<file path="src/rtl/multicycle_ctrl.sv">
// multicycle_ctrl: Moore FSM main controller for the multicycle MIPS datapath
// Sequences fetch/decode/execute/memory/writeback, decodes Op/Funct into datapath
// selects and an ALU control code, and stretches FETCH/MEMRD/MEMWR by MEM_WAIT cycles.
// Optional feature macro: MC_JAL_EN (defined: JAL is executed via JALEX; undefined: JAL is illegal).
// Ports:
//   CLK, Reset      clock (rising edge), asynchronous active-high reset
//   Op, Funct, Zero instruction fields IR[31:26], IR[5:0] and ALU zero flag
//   PCEn, MemWrite, IRWrite, RegWrite   write enables (forced low while Reset is high)
//   IorD, AluSrcA, AluSrcB, ImmZeroExt, RegDst, MemToReg, PCSrc, AluCtl   datapath selects
//   IllegalOp       one-cycle pulse on an unsupported Op or Funct
//   State           current state, for debug
module multicycle_ctrl #(
    parameter int MEM_WAIT = 0
) (
    input  logic       CLK,
    input  logic       Reset,
    input  logic [5:0] Op,
    input  logic [5:0] Funct,
    input  logic       Zero,
    output logic       PCEn,
    output logic       MemWrite,
    output logic       IRWrite,
    output logic       RegWrite,
    output logic       IorD,
    output logic       AluSrcA,
    output logic [1:0] AluSrcB,
    output logic       ImmZeroExt,
    output logic [1:0] RegDst,
    output logic [1:0] MemToReg,
    output logic [1:0] PCSrc,
    output logic [2:0] AluCtl,
    output logic       IllegalOp,
    output logic [3:0] State
);
    localparam int CW = (MEM_WAIT < 1) ? 1 : $clog2(MEM_WAIT + 1);
    localparam logic [5:0] OP_LW = 6'b100011, OP_SW = 6'b101011, OP_RTYPE = 6'b000000,
                           OP_BEQ = 6'b000100, OP_BNE = 6'b000101, OP_ADDI = 6'b001000,
                           OP_ANDI = 6'b001100, OP_ORI = 6'b001101, OP_SLTI = 6'b001010,
                           OP_J = 6'b000010, OP_JAL = 6'b000011;
    localparam logic [2:0] ALU_ADD = 3'b010, ALU_SUB = 3'b110, ALU_AND = 3'b000,
                           ALU_OR = 3'b001, ALU_SLT = 3'b111;
`ifdef MC_JAL_EN
    localparam logic JAL_EN = 1'b1;
`else
    localparam logic JAL_EN = 1'b0;
`endif
    typedef enum logic [3:0] {
        FETCH = 4'd0, DECODE = 4'd1, MEMADR = 4'd2, MEMRD = 4'd3, MEMWB = 4'd4,
        MEMWR = 4'd5, RTYPEEX = 4'd6, RTYPEWB = 4'd7, BEX = 4'd8, ITYPEEX = 4'd9,
        ITYPEWB = 4'd10, JEX = 4'd11, JALEX = 4'd12
    } state_t;

    state_t          st;
    logic [CW-1:0]   cnt;
    logic            done, legal_op, legal_funct, pc_write, branch, ir_write, mem_write, reg_write;
    logic [2:0]      funct_ctl, imm_ctl;

    // The wait counter only runs in FETCH/MEMRD/MEMWR; it is zero in every other state.
    assign done        = cnt == CW'(MEM_WAIT);
    assign legal_op    = Op inside {OP_LW, OP_SW, OP_RTYPE, OP_BEQ, OP_BNE, OP_ADDI,
                                    OP_ANDI, OP_ORI, OP_SLTI, OP_J} || (JAL_EN && Op == OP_JAL);
    assign legal_funct = Funct inside {6'b100000, 6'b100010, 6'b100100, 6'b100101, 6'b101010};
    assign funct_ctl   = Funct == 6'b100010 ? ALU_SUB :
                         Funct == 6'b100100 ? ALU_AND :
                         Funct == 6'b100101 ? ALU_OR  :
                         Funct == 6'b101010 ? ALU_SLT : ALU_ADD;
    assign imm_ctl     = Op == OP_ANDI ? ALU_AND :
                         Op == OP_ORI  ? ALU_OR  :
                         Op == OP_SLTI ? ALU_SLT : ALU_ADD;

    always_ff @(posedge CLK or posedge Reset) begin
        if (Reset) begin
            st  <= FETCH;
            cnt <= '0;
        end else begin
            cnt <= '0;
            case (st)
                FETCH:   if (done) st <= DECODE; else cnt <= cnt + 1'b1;
                DECODE:
                    case (Op)
                        OP_LW, OP_SW:                     st <= MEMADR;
                        OP_RTYPE:                         st <= RTYPEEX;
                        OP_BEQ, OP_BNE:                   st <= BEX;
                        OP_ADDI, OP_ANDI, OP_ORI, OP_SLTI: st <= ITYPEEX;
                        OP_J:                             st <= JEX;
`ifdef MC_JAL_EN
                        OP_JAL:                           st <= JALEX;
`endif
                        default:                          st <= FETCH;
                    endcase
                MEMADR:  st <= (Op == OP_LW) ? MEMRD : MEMWR;
                MEMRD:   if (done) st <= MEMWB; else cnt <= cnt + 1'b1;
                MEMWR:   if (done) st <= FETCH; else cnt <= cnt + 1'b1;
                RTYPEEX: st <= legal_funct ? RTYPEWB : FETCH;
                ITYPEEX: st <= ITYPEWB;
                default: st <= FETCH;
            endcase
        end
    end

    always_comb begin
        pc_write   = 1'b0;
        branch     = 1'b0;
        ir_write   = 1'b0;
        mem_write  = 1'b0;
        reg_write  = 1'b0;
        IorD       = 1'b0;
        AluSrcA    = 1'b0;
        AluSrcB    = 2'b00;
        ImmZeroExt = 1'b0;
        RegDst     = 2'b00;
        MemToReg   = 2'b00;
        PCSrc      = 2'b00;
        AluCtl     = ALU_ADD;
        IllegalOp  = 1'b0;
        case (st)
            FETCH:   begin AluSrcB = 2'b01; ir_write = done; pc_write = done; end
            DECODE:  begin AluSrcB = 2'b11; IllegalOp = !legal_op; end
            MEMADR:  begin AluSrcA = 1'b1; AluSrcB = 2'b10; end
            MEMRD:   IorD = 1'b1;
            MEMWB:   begin MemToReg = 2'b01; reg_write = 1'b1; end
            MEMWR:   begin IorD = 1'b1; mem_write = done; end
            RTYPEEX: begin AluSrcA = 1'b1; AluCtl = funct_ctl; IllegalOp = !legal_funct; end
            RTYPEWB: begin RegDst = 2'b01; reg_write = 1'b1; end
            BEX:     begin AluSrcA = 1'b1; AluCtl = ALU_SUB; PCSrc = 2'b01; branch = 1'b1; end
            ITYPEEX: begin
                AluSrcA    = 1'b1;
                AluSrcB    = 2'b10;
                AluCtl     = imm_ctl;
                ImmZeroExt = Op == OP_ANDI || Op == OP_ORI;
            end
            ITYPEWB: reg_write = 1'b1;
            JEX:     begin PCSrc = 2'b10; pc_write = 1'b1; end
`ifdef MC_JAL_EN
            // PC already holds PC+4 here, so it is written to $31 while the jump is taken.
            JALEX:   begin
                PCSrc     = 2'b10;
                pc_write  = 1'b1;
                reg_write = 1'b1;
                RegDst    = 2'b10;
                MemToReg  = 2'b10;
            end
`endif
            default: ;
        endcase
    end

    // Write enables are masked by Reset so nothing is written in the cycle it rises.
    assign PCEn     = !Reset && (pc_write || (branch && (Zero ^ (Op == OP_BNE))));
    assign IRWrite  = !Reset && ir_write;
    assign MemWrite = !Reset && mem_write;
    assign RegWrite = !Reset && reg_write;
    assign State    = st;
endmodule

</file>
<file path="config.mk">
export PLATFORM = sky130hd
export DESIGN_NAME = multicycle_ctrl
export DESIGN_NICKNAME = d
export VERILOG_FILES = /design/src/rtl/multicycle_ctrl.sv
export SDC_FILE = /design/constraint.sdc
export NUM_CORES = 1
export LEC_CHECK = 0
export ABC_AREA = 1
export CAP_MARGIN = 10
export CORE_UTILIZATION = 39
export DETAILED_ROUTE_END_ITERATION = 10
export GPL_ROUTABILITY_DRIVEN = 0
export PLACE_DENSITY = 0.9
export SLEW_MARGIN = 10
export SYNTH_ARGS = -nofsm -noshare
export SYNTH_HDL_FRONTEND = slang
export SYNTH_SLANG_ARGS = --single-unit
</file>
<file path="constraint.sdc">
create_clock -name CLK -period 1.4 [get_ports CLK]
set_input_delay 0.28 -clock CLK [delete_from_list [all_inputs] [get_ports CLK]]
set_output_delay 0.28 -clock CLK [all_outputs]
set_load 0.02 [all_outputs]
</file>
==> impl_metrics.env, run 1 <==
export IMPL_status="aborted with a tool error"
export IMPL_haltStage="global routing (5_1_grt)"
export IMPL_firstError="[ERROR GRT-0116] Global routing finished with congestion. Check the congestion regions in the DRC Viewer."
export IMPL_dieHeight_um=44.73
export IMPL_syn_instance_count=135
export IMPL_dp_hpwl_mm=2.371
export IMPL_ys_types=20
export IMPL_avgSynthCellArea_um2=5.274
export IMPL_yosys_warnings=0
export IMPL_root_buffer="clkbuf_4"
export IMPL_cts_hold_buf=0
export IMPL_netlist_area_um2=711.9
export IMPL_num_rows=15
export IMPL_overflow=3
export IMPL_clockBufferDepth=2
export IMPL_pre_cts_ws_ns=-1.037
export IMPL_cts_buffers=3
export IMPL_ys_seq_elements=4
export IMPL_grt_max_degree=7
export IMPL_start_util_pct=41.23
export IMPL_htree_levels=1
export IMPL_place_area_um2=1396
export IMPL_grt_pass1_wl_mm=7.893
export IMPL_io_pin_count=38
export IMPL_ys_seq_area_share_pct=14.06
export IMPL_track_usage_pct=56.13
export IMPL_io_buffers=35
export IMPL_cts_sinks=4
export IMPL_die_x_um=44.73
export IMPL_first_global_vias=1664
-- cells by family after synthesis --
group                  count (synthesis)  synth area share, %
buffers and inverters                 28                16.34
flip-flops                             4                14.06
AND/OR/NAND/NOR                       94                62.74
other                                  1               0.5267
AO/OA/AOI/OAI                          8                6.326
-- timing repair --
item / 4_1_cts
endpoints found under the setup margin: 24
resized for setup: 144
pin swaps: 14
setup buffers: 13
-- Yosys cell counts --
cell,n,share of area (%)
a21oi_1,1,0.70
inv_1,21,11
nor2_2,5,4.4
dfrtp_1,4,14
o21ai_1,3,2.1
nand3b_1,1,1.1
nand4_1,4,3.5
o21ai_0,1,0.70
o22ai_1,1,0.88
nand3_1,27,19
a31oi_1,1,0.88
conb_1,1,0.53
nor3_1,1,0.70
nand2_1,24,13
o211ai_1,1,1.1
nand2_2,1,0.88
buf_4,3,3.2
nor2_4,4,6.3
inv_2,4,2.1
nor2_1,27,14
-- per-stage QoR --
stage,util (%),std cells
after floorplan,-,136
after detailed placement,80.87,230
after CTS,92.25,245
after global placement,80.87,230
-- per-layer routing --
metal	track usage [%]	overflow
met5	0	0
met4	63.03	1
met3	29.60	0
met2	80.59	2
met1	54.03	0
==> inputs of run 2 (changes only) <==
--- a/config.mk
+++ b/config.mk
@@ -7,10 +7,11 @@
 export LEC_CHECK = 0
 export ABC_AREA = 1
 export CAP_MARGIN = 10
-export CORE_UTILIZATION = 39
+export CORE_AREA = 2 2 63 65
 export DETAILED_ROUTE_END_ITERATION = 10
+export DIE_AREA = 0 0 65 67
 export GPL_ROUTABILITY_DRIVEN = 0
-export PLACE_DENSITY = 0.9
+export PLACE_DENSITY_LB_ADDON = 0.15
 export SLEW_MARGIN = 10
 export SYNTH_ARGS = -nofsm -noshare
 export SYNTH_HDL_FRONTEND = slang
==> run 2 against run 1 <==
Net effect:
- the flow now finishes, with violations (negative setup slack)
- synthesized cell count unchanged
- synthesized area unchanged
==> impl_metrics.env, run 2 <==
export IMPL_status="finished with violations"
export IMPL_violations="negative setup slack"
export IMPL_num_rows=22
export IMPL_p_int_mw=1.169
export IMPL_die_x_um=65
export IMPL_p_per_area_nw_per_um2=1292
export IMPL_root_buffer="clkbuf_8"
export IMPL_p_sw_mw=0.9955
export IMPL_p_comb_share_pct=79.0
export IMPL_stdcell_count=268
export IMPL_critPathCaptureType="output pin"
export IMPL_io_buffers=35
export IMPL_synth_top_area_cell="nand3_1"
export IMPL_pwr_share_seq_pct=10.0
export IMPL_cts_tree="built"
export IMPL_grt_setup_unrepaired="yes"
export IMPL_dp_hpwl_mm=2.251
export IMPL_firstDrtPassIters=3
export IMPL_ys_types=20
export IMPL_max_stage_delay_ns=0.44
export IMPL_antenna_found_initial=0
export IMPL_p_leak_nw=0.8703
export IMPL_skew_ns=0.0008516
export IMPL_area_growth_pct=135.3
export IMPL_fin_nets=237
export IMPL_post_drt_wl_per_cell_um=10.44
export IMPL_maxCapViolCount=0
export IMPL_yosys_warnings=0
export IMPL_drive_above_1_share_pct=55.45
export IMPL_place_area_um2=1470
export IMPL_antenna_cells=0
export IMPL_drt_iter0_markers=20
export IMPL_routed_via_density=4.246
export IMPL_fin_util_pct=46.46
export IMPL_totalWireLength_mm=2.797
export IMPL_synth_main_ff_cell="dfrtp_1"
export IMPL_whs_ns=0.6106
export IMPL_p_sw_share_pct=46.00
export IMPL_avgSynthCellArea_um2=5.274
export IMPL_multi_input_area_um2=668.1
export IMPL_path_clk_slew_ns=0.03
export IMPL_setup_viol=17
export IMPL_final_common_cell="buf_4"
export IMPL_grt_max_degree=6
export IMPL_hold_path_class="in -> async"
export IMPL_path_max_fanout=5
export IMPL_synth_area_leaders="nand3_1 (19%), nor2_1 (14%), dfrtp_1 (14%)"
export IMPL_clockBufferDepth=2
export IMPL_fill_cells=386
export IMPL_hold_viol_final=0
export IMPL_antenna_left=0
export IMPL_dp_cells=259
export IMPL_first_global_vias=1109
export IMPL_grt_pass1_wl_mm=4.581
export IMPL_synth_edf_count=0
export IMPL_crit_buf_inv=2
export IMPL_layout_common_cells="buf_4 (50), nand3_1 (22), nor2_1 (18), nand2_1 (18), buf_6 (14)"
export IMPL_fin_ws_ns=-0.2512
export IMPL_fin_crit_sh_pct=117.9
export IMPL_dieArea_um2=4355
export IMPL_syn_instance_count=135
export IMPL_io_pin_count=38
export IMPL_cts_hold_buf=0
export IMPL_worstPathCellList="nor2_4 -> inv_4 -> nor2_4 -> nand3_2 -> a21oi_4 -> buf_6"
export IMPL_p_clk_share_pct=11.0
export IMPL_ys_seq_elements=4
export IMPL_ys_seq_area_share_pct=14.06
export IMPL_cp_start_kind="flop"
export IMPL_cts_buffers=3
export IMPL_crit_top_cell="nor2_4"
export IMPL_dieHeight_um=67
export IMPL_start_util_pct=19.74
export IMPL_fmax_ghz=0.6056
export IMPL_largest_reg_flops=4
export IMPL_drcViolationCount=0
export IMPL_cp_slowest_cell="dfrtp_2"
export IMPL_cp_arrival_ns=1.37
export IMPL_crit_family="flip-flops"
export IMPL_num_vias=1138
export IMPL_crit_required_ns=1.12
export IMPL_overflow=0
export IMPL_async_flop_share_pct=100.0
export IMPL_synthTopCellsByCount="nand3_1 (27), nor2_1 (27), nand2_1 (24), inv_1 (21), nor2_2 (5)"
export IMPL_clk_insertion_delay_late_ns=0.21
export IMPL_slew_violations=0
export IMPL_netlist_area_um2=711.9
export IMPL_period_minus_slack_ns=1.651
export IMPL_htree_levels=1
export IMPL_synth_top_area_share_pct=18.98
export IMPL_ir_worst_vdd_mv=0.3931
export IMPL_regArea_um2=105.1
export IMPL_cts_sinks=4
export IMPL_track_usage_pct=13.26
export IMPL_fin_setup_tns_ns=-2.755
export IMPL_core_um2=3606
export IMPL_design_area_um2=1675
export IMPL_critical_path_class="reg -> out"
-- run 2: cell counts after synthesis --
No cell type changed its count.
-- run 2: per-stage QoR --
| stage | setup slack (ns) | total power, mW |
|---|---|---|
| 5_1_grt | -0.3232 | 2.303 |
| 3_5_place_dp | -0.9625 | 1.698 |
| 6_report | -0.2512 | 2.164 |
| 4_1_cts | -0.2794 | 2.087 |
| 3_3_place_gp | -0.9388 | 1.687 |
| 2_1_floorplan | -0.09828 | 0.9175 |
-- run 2: cells by family after synthesis --
kind of cell    count (synthesis)  share of synthesized area [%]
simple gates                   94                          62.74
flops                           4                          14.06
other cells                     1                         0.5267
buf+inv                        28                          16.34
compound gates                  8                          6.326
-- run 2: worst paths after layout --
path | end | startpoint | cells after the start | slack (ns)
max | PCEn | State[2]$_DFF_PP0_ | 6 | -0.25
max in group asynchronous | State[3]$_DFF_PP0_ | Reset | 3 | 0.68
min in group CLK | State[3]$_DFF_PP0_ | Op[3] | 4 | 0.66
min reg2reg | State[0]$_DFF_PP0_ | State[3]$_DFF_PP0_ | 4 | 0.74
min | State[1]$_DFF_PP0_ | Reset | 3 | 0.61
max reg2reg | State[2]$_DFF_PP0_ | State[0]$_DFF_PP0_ | 9 | 0.11
-- run 2: worst min-delay path, delay by kind of cell --
| family | cells | cell delay, ns |
|---|---|---|
| buffers and inverters | 3 | 0.86 |
-- run 2: timing repair --
action                                  CTS  global route
pin swaps                                15             4
setup buffers                             3             3
endpoints found under the setup margin   24            18
gates cloned                              1             0
gates resized for setup                 147            12
-- run 2: cell type report --
class                           count  area share, %
Timing Repair Buffer               83          41.60
Multi-Input combinational cell    105          39.88
Clock buffer                        3          2.465
Inverter                           25          6.199
Sequential cell                     4          6.273
Tap cell                           48          3.585
-- run 2: power groups by stage --
| stage | registers [mW] | clock network [mW] | logic [mW] |
|---|---|---|---|
| 3_3_place_gp | 0.201 | 0 | 1.49 |
| 4_1_cts | 0.209 | 0.244 | 1.63 |
| 2_1_floorplan | 0.252 | 0 | 0.665 |
| 3_5_place_dp | 0.201 | 0 | 1.50 |
| 6_report | 0.217 | 0.238 | 1.71 |
| 5_1_grt | 0.222 | 0.252 | 1.83 |
-- run 2: per-layer routing --
layer	share of wire, %	vias up	track usage [%]
met4	1.0	0	2.926
met5	0	-	0
met1	41	507	15.07
li1	-	600	-
met3	4.8	4	1.014
met2	53	27	26.55
Note: power is estimated with default switching activity, not from simulation.
==> inputs of run 3 (changes only) <==
--- a/config.mk
+++ b/config.mk
@@ -12,6 +12,7 @@
 export DIE_AREA = 0 0 65 67
 export GPL_ROUTABILITY_DRIVEN = 0
 export PLACE_DENSITY_LB_ADDON = 0.15
+export RECOVER_POWER = 100
 export SLEW_MARGIN = 10
 export SYNTH_ARGS = -nofsm -noshare
 export SYNTH_HDL_FRONTEND = slang
==> run 3 against run 2 <==
Net effect:
- global-route usage unchanged
- the run still ends with negative setup slack left
- power decreased by 1.5%
- core utilization decreased by 0.45 points
- clock-buffer cell count unchanged
- sequential power about the same
- die area unchanged
- wire length decreased by 0.39%
- non-clock buffer count unchanged
- combinational power about the same
- critical endpoint is now RegWrite
==> impl_metrics.env, run 3 (synthesized netlist as in run 2, its figures left out) <==
export IMPL_fin_nets=237
export IMPL_maxCapViolCount=0
export IMPL_die_x_um=65
export IMPL_grt_setup_unrepaired="yes"
export IMPL_p_per_area_nw_per_um2=1285
export IMPL_fin_crit_sh_pct=118.1
export IMPL_post_drt_wl_per_cell_um=10.40
export IMPL_grt_pass1_wl_mm=4.581
export IMPL_antenna_cells=0
export IMPL_core_um2=3606
export IMPL_skew_ns=0.0008516
export IMPL_track_usage_pct=13.26
export IMPL_p_leak_nw=0.8610
export IMPL_multi_input_area_um2=668.1
export IMPL_setup_viol=17
export IMPL_drcViolationCount=0
export IMPL_start_util_pct=19.74
export IMPL_drt_iter0_markers=29
export IMPL_largest_reg_flops=4
export IMPL_firstDrtPassIters=3
export IMPL_dp_hpwl_mm=2.251
export IMPL_critPathCaptureType="output pin"
export IMPL_fin_setup_tns_ns=-2.889
export IMPL_clockBufferDepth=2
export IMPL_root_buffer="clkbuf_8"
export IMPL_drive_above_1_share_pct=54.55
export IMPL_first_global_vias=1109
export IMPL_path_max_fanout=4
export IMPL_slew_violations=0
export IMPL_clk_insertion_delay_late_ns=0.21
export IMPL_crit_required_ns=1.12
export IMPL_stdcell_count=268
export IMPL_fill_cells=390
export IMPL_hold_path_class="in -> reg"
export IMPL_layout_common_cells="buf_4 (47), nand3_1 (22), nor2_1 (18), nand2_1 (18)"
export IMPL_antenna_found_initial=0
export IMPL_cts_buffers=3
export IMPL_area_growth_pct=133.0
export IMPL_final_common_cell="buf_4"
export IMPL_fin_ws_ns=-0.2529
export IMPL_ir_worst_vdd_mv=0.3924
export IMPL_antenna_left=0
export IMPL_routed_via_density=4.265
export IMPL_p_total_mw=2.133
export IMPL_fmax_ghz=0.6050
export IMPL_grt_max_degree=6
export IMPL_critical_path_class="in -> out"
export IMPL_htree_levels=1
export IMPL_violations="negative setup slack"
export IMPL_regToRegSetupSlack_ns=0.12
export IMPL_hold_viol_final=0
export IMPL_overflow=0
export IMPL_cp_arrival_ns=1.37
export IMPL_cts_sinks=4
export IMPL_regArea_um2=105.1
export IMPL_io_pin_count=38
export IMPL_totalWireLength_mm=2.786
export IMPL_period_minus_slack_ns=1.653
export IMPL_dp_cells=259
export IMPL_status="finished with violations"
export IMPL_num_rows=22
export IMPL_cp_start_kind="input port"
export IMPL_cts_tree="built"
export IMPL_dieHeight_um=67
export IMPL_dieArea_um2=4355
export IMPL_num_vias=1143
export IMPL_path_clk_slew_ns=0.03
export IMPL_io_buffers=35
-- run 3: cell types whose count changed in the layout (fill, tap and decap cells not counted) --
cell and change:
dlygate4sd3_1 +1, buf_2 +1, buf_6 -1, clkbuf_1 +2, clkbuf_2 +1, buf_4 -3, clkdlybuf4s50_1 -1
-- run 3: power by group --
part	total (mW)	switching [mW]	internal, mW
logic	1.68	0.884	0.797
registers	0.214	0.0542	0.159
clock network	0.238	0.0547	0.183
-- run 3: worst paths after layout --
check                                     end  depth (start not counted)               start
hold / removal             State[3]$_DFF_PP0_                          4               Op[3]
max in group asynchronous  State[3]$_DFF_PP0_                          3               Reset
setup reg to reg           State[2]$_DFF_PP0_                          9  State[0]$_DFF_PP0_
min in group asynchronous  State[1]$_DFF_PP0_                          3               Reset
setup / recovery                     RegWrite                          5               Reset
hold reg to reg            State[0]$_DFF_PP0_                          4  State[3]$_DFF_PP0_
-- run 3: worst max-delay path, stage by stage --
cell,delay (ns)
dlygate4sd3_1,0.71
inv_1,0.12
o21ai_2,0.08
inv_2,0.04
buf_4,0.15
-- run 3: through the flow --
step | hold WS (ns) | area [um2] | utilization [%] | setup slack (ns)
after global placement | 0.7262 | 1470 | 40.77 | -0.9388
after floorplan | 0.05308 | 759.5 | - | -0.09828
after global routing | 0.7158 | 1659 | 46.01 | -0.3232
after detailed placement | 0.7191 | 1470 | 40.77 | -0.9625
final | 0.6632 | 1659 | 46.01 | -0.2529
after CTS | 0.5494 | 1625 | 45.07 | -0.2794
-- run 3: layer usage --
metal  track usage [%]  part of all wire [%]  up-vias
li1                  -                     -      601
met1             15.07                    41      511
met2             26.55                    53       27
met3             1.014                   4.8        4
met4             2.926                   1.0        0
met5                 0                     0        -
-- run 3: final cells by class --
cell class,count,share of cell area (%)
Tap cell,48,3.620
Timing Repair Buffer,83,41.03
Multi-Input combinational cell,105,40.27
Clock buffer,3,2.489
Sequential cell,4,6.335
Inverter,25,6.259
-- run 3: what timing repair did --
action / CTS / global route
gates cloned: 1 / 0
buffers inserted: 3 / 3
setup endpoints to repair: 24 / 18
gates resized for setup: 147 / 12
hold buffers: 0 / 0
pin swaps: 15 / 4
